**src/rtl/serial_add_ctrl_pkg.sv**
```systemverilog
// Shared definitions for the bit-serial adder controller: state encoding, default width
// and the bit-counter sizing helper.
package serial_add_ctrl_pkg;

    localparam int unsigned DefaultWidth = 8;

    typedef enum logic [1:0] {
        StIdle = 2'd0,
        StRun  = 2'd1,
        StDone = 2'd2
    } state_e;

    // Counter must hold WIDTH-1; a 1-bit operand still needs a 1-bit counter.
    function automatic int unsigned cnt_width(input int unsigned width);
        return (width > 1) ? $clog2(width) : 1;
    endfunction

endpackage

```
**src/rtl/serial_add_ctrl_full_adder.sv**
```systemverilog
// One-bit full adder cell, time-shared by the serial controller.
module full_adder (
    input  logic a,
    input  logic b,
    input  logic ci,
    output logic s,
    output logic co
);

    assign s  = a ^ b ^ ci;
    assign co = (a & b) | (ci & (a ^ b));

endmodule

```
**src/rtl/serial_add_ctrl.sv**
```systemverilog
// Bit-serial adder controller: adds two WIDTH-bit operands LSB first through one full_adder,
// one bit per clock, and pulses done when {co, sum} = a + b + ci is complete.
module serial_add_ctrl
    import serial_add_ctrl_pkg::*;
#(
    parameter int unsigned WIDTH = DefaultWidth
) (
    input  logic             clk,
    input  logic             rst,
    input  logic             start,
    input  logic [WIDTH-1:0] a,
    input  logic [WIDTH-1:0] b,
    input  logic             ci,
    output logic             busy,
    output logic             done,
    output logic [WIDTH-1:0] sum,
    output logic             co
);

    localparam int unsigned CntW = cnt_width(WIDTH);

    state_e           state_q, state_d;
    logic [WIDTH-1:0] a_sh_q, a_sh_d;
    logic [WIDTH-1:0] b_sh_q, b_sh_d;
    logic [WIDTH-1:0] sum_q, sum_d;
    logic             carry_q, carry_d;
    logic             co_q, co_d;
    logic [CntW-1:0]  cnt_q, cnt_d;
    logic             fa_s, fa_co;

    full_adder u_full_adder (
        .a  (a_sh_q[0]),
        .b  (b_sh_q[0]),
        .ci (carry_q),
        .s  (fa_s),
        .co (fa_co)
    );

    always_comb begin
        state_d = state_q;
        a_sh_d  = a_sh_q;
        b_sh_d  = b_sh_q;
        sum_d   = sum_q;
        carry_d = carry_q;
        co_d    = co_q;
        cnt_d   = cnt_q;

        case (state_q)
            StIdle, StDone: begin
                if (start) begin
                    a_sh_d  = a;
                    b_sh_d  = b;
                    carry_d = ci;
                    sum_d   = '0;
                    co_d    = 1'b0;
                    cnt_d   = '0;
                    state_d = StRun;
                end else begin
                    state_d = StIdle;
                end
            end
            StRun: begin
                // Result bits enter from the MSB so bit k lands in place after WIDTH shifts.
                sum_d            = sum_q >> 1;
                sum_d[WIDTH-1]   = fa_s;
                carry_d          = fa_co;
                a_sh_d           = a_sh_q >> 1;
                b_sh_d           = b_sh_q >> 1;
                cnt_d            = cnt_q + 1'b1;
                if (cnt_q == CntW'(WIDTH - 1)) begin
                    co_d    = fa_co;
                    state_d = StDone;
                end
            end
            default: state_d = StIdle;
        endcase
    end

    always_ff @(posedge clk) begin
        if (rst) begin
            state_q <= StIdle;
            a_sh_q  <= '0;
            b_sh_q  <= '0;
            sum_q   <= '0;
            carry_q <= 1'b0;
            co_q    <= 1'b0;
            cnt_q   <= '0;
        end else begin
            state_q <= state_d;
            a_sh_q  <= a_sh_d;
            b_sh_q  <= b_sh_d;
            sum_q   <= sum_d;
            carry_q <= carry_d;
            co_q    <= co_d;
            cnt_q   <= cnt_d;
        end
    end

    assign busy = (state_q == StRun);
    assign done = (state_q == StDone);
    assign sum  = sum_q;
    assign co   = co_q;

endmodule

```
**config.mk**
```make
export PLATFORM = sky130hd
export DESIGN_NAME = serial_add_ctrl
export DESIGN_NICKNAME = d
export VERILOG_FILES = /design/src/rtl/serial_add_ctrl_pkg.sv /design/src/rtl/serial_add_ctrl_full_adder.sv /design/src/rtl/serial_add_ctrl.sv
export SDC_FILE = /design/constraint.sdc
export NUM_CORES = 1
export LEC_CHECK = 0
export BUFFER_PORTS_ARGS = -buffer_cell sky130_fd_sc_hd__buf_4
export CAP_MARGIN = 30
export CORE_MARGIN = 1
export CORE_UTILIZATION = 52
export DETAILED_ROUTE_END_ITERATION = 10
export GPL_TIMING_DRIVEN = 1
export PLACE_DENSITY = 0.78
export SLEW_MARGIN = 20
export SYNTH_ARGS = -nofsm -noshare
export SYNTH_HDL_FRONTEND = slang
export SYNTH_HIERARCHICAL = 1
export SYNTH_SLANG_ARGS = --single-unit
export TNS_END_PERCENT = 30
```
**constraint.sdc**
```tcl
create_clock -name clk -period 1.8 [get_ports clk]
set_input_delay 0.18 -clock clk [delete_from_list [all_inputs] [get_ports clk]]
set_output_delay 0.18 -clock clk [all_outputs]
set_load 0.03 [all_outputs]
```
==> results.md <==
* Status: finished, final reports clean
* Crit path launch type: flop
* Antenna fix cells at 0
* Post-CTS Setup Bufs at 0
* Slowest Stage Delay on Critical Path at 0.38 ns
* Vias post-DR at 1148
* Slew of the pin with the lowest slew margin at between 0.4 and 0.5 ns
* Internal power at 1.05 mW
* Fill count at 209
* Post-synth top area share at 49.4%
* CTS Hold Bufs at 0
* Leading area contributor after synthesis: dfxtp_1
* Hold Slack at 0.0953 ns
* Max VDD drop at 0.000653 V
* Die area at 2620 sq um
* Initial Util at 55.7%
* Layout Skew at 0.00285 ns
* Crit path required time at 1.62 ns
* Mapped cell area at 1260 sq um
* Setup_tns at 0 ns
* Final Setup Violations at 0
* Library cells used by synthesis at 21
* Clk buf depth at 2
* Total number of yosys warnings at 6
* Switch Pwr at approximately 380 uW
* Post-layout nets at 195
* Post-synthesis net count at 169
* Max-slew violation count at 0
* H-Tree Depth at 2
* Grt ovf at 0
* Cts bufs inserted at 5
* Worst path cell trace: nand2b_1 -> inv_2 -> buf_4
* Routed len/inst at 13.5 um
* Die Width at 51.2 um
* First-pass GRT wire length at ~4.4 mm
* Vias in the first global route at about 1000
* I/O pins at 31
* Cell row count at 17
* Sequential element share of the synthesized area at 49.4%
* Worst-path fanout max at 29
* Tot Pwr at 1.43 mW
* IO buf count at 30
* Router iterations before antenna repair at 4
* RSZ-0062 raised after global routing: false
* Total global-route track usage at 23.8%
* Synth area leaders: dfxtp_1 49%, nor3_1 11%, o22ai_1 7.0%
* M1 wire length at roughly 1.2 mm
* Die Ht at slightly above 50 um
* Final Hold Fails at 0
* Root Driver: clkbuf_4
* WP buf/inv at 2
* # resized after CTS at 0
* Met2 wire len at 1.29 mm
* Max layer used: met4
* CP top delay family: buffers and inverters
* Met3 WL at 154 um
* Hold Path Class: in -> reg
* Min cycle time layout at 1.61 ns
* Lkg Pwr at 0.608 nW
* Crit path kind: reg -> out
* #FFs+latches synth at 31
* Antenna violations before repair at 0
* RD Place Congestion at 0.726
* Detailed Route WL at about 2.7 mm
* F_max at 621 MHz
* TritonCTS clock tree: built
* Clock latency on the worst-skew pair at 0.33 ns
* Pwr/cell area at 939 nW/um^2
* Critical path data arrival time at 1.43 ns
* Via density at 5.71
* Syn Inst Count at 146
* Core area at 2250 sq um
* Largest net degree at the start of global routing at 32
* Max cap viols at 0
* CTS Sinks at 31
* Slew margin rel. at 68.1%
* Clock-pin slew on the worst setup and hold paths at 0.09 ns
* Logic pwr share at 15.2%
* Switching part of the total at 26.3%
* Area delta synth->final at 21.3%
* Clock Power Share at 31.9%
* Sequential power share at between 50% and 60%
* Tcrit/Tclk final at 89.4%
* Initial drt markers at 30
* CP max stage cell: dfxtp_1
* Layout cells sized above 1 at 24.3%
* DRC viols at 0
* Syn avg cell area at 8.60 sq um
* Reg area at 621 sq um
* CP Capture Type: primary output
* Routed Antenna Nets at 0
* Multi-input gate area in the final layout at 548 sq um
worst register-to-register path, stage by stage, from the launching register on:
cell and delay [ns]:
dfxtp_1 0.38, nand2b_1 0.10, inv_2 0.37, nand3b_1 0.13, a31oi_1 0.20
logic make-up after synthesis:
kind of cell             count (synthesis)  synth area share [%]
AO/OA/AOI/OAI                           30                  14.4
adder cells (fa/ha/maj)                  3                  3.59
buffers and inverters                   15                  6.97
flip-flops                              31                  49.4
AND/OR/NAND/NOR                         67                  25.6
cell type report:
class                           instances  area share, %
Timing Repair Buffer                   33           16.3
Inverter                                1          0.246
Tap cell                               28           2.30
Multi-Input combinational cell        100           36.0
Clock buffer                            8           4.52
Sequential cell                        31           40.7
per-layer routing:
layer / up-vias / global-route usage [%]
li1: 578 / -
met1: 532 / 28.5
met4: 0 / 11.1
met2: 33 / 36.6
met3: 5 / 9.82
met5: - / 0
final timing paths:
kind              slack, ns               startpoint                      to  cells after the start
setup / recovery       0.19  state_q[0]$_SDFFE_PP0P_                    busy                      3
hold / removal          0.1                     b[7]  b_sh_q[7]$_SDFFE_PP0P_                      3
setup reg to reg       0.54  state_q[0]$_SDFFE_PP0P_         co$_SDFFE_PP0P_                      4
hold reg to reg        0.47      sum[0]$_SDFFE_PP0P_     sum[0]$_SDFFE_PP0P_                      2
state kept, by name, summed over array words and instances (netlist names):
name and count:
co 1, carry_q 1, state_q 2, b_sh_q 8, a_sh_q 8, sum 8
cnt_q 3
layout by cell type (no fill, tap or decap):
master / Yosys / routed
a21oi_1: 13 / 13
a311oi_2: 1 / 1
a31oi_1: 1 / 1
buf_4: 2 / 33
clkbuf_1: 1 / 1
clkbuf_4: 0 / 5
clkbuf_8: 0 / 2
dfxtp_1: 31 / 31
fa_1: 1 / 1
ha_1: 2 / 2
inv_2: 1 / 1
nand2_1: 15 / 15
nand2b_1: 3 / 3
nand3_1: 15 / 15
nand3b_1: 1 / 1
nor2_1: 3 / 3
nor2b_1: 2 / 2
nor3_1: 28 / 28
o21a_1: 1 / 1
o22ai_1: 14 / 14
cells in the mapped netlist (all sizes together):
master,n
nand3b,1
inv,1
fa,1
a21oi,13
nand2,15
nor2b,2
nor3,28
nor2,3
o21a,1
ha,2
o22ai,14
nand3,15
buf,13
dfxtp,31
nand2b,3
a311oi,1
a31oi,1
clkbuf,1
stage by stage:
stage | area, sq um | setup slack [ns] | util, % | std cells
CTS | 1520 | 0.181 | 67.6 | 201
global placement | 1460 | 0.592 | 64.5 | 193
floorplan | 1260 | 0.743 | - | 146
global route | 1520 | 0.0953 | 67.6 | 201
finish | 1520 | 0.191 | 67.6 | 201
detailed placement | 1460 | 0.579 | 64.5 | 193
power by group through the flow:
| stage | sequential [mW] | clock, mW | combinational (mW) |
|---|---|---|---|
| after global placement | 0.771 | 0 | 0.209 |
| after detailed placement | 0.773 | 0 | 0.216 |
| after CTS | 0.758 | 0.467 | 0.218 |
| after floorplan | 0.771 | 0 | 0.160 |
| after global routing | 0.764 | 0.498 | 0.241 |
| final | 0.758 | 0.457 | 0.217 |
Power figures use the tool's default switching activity.
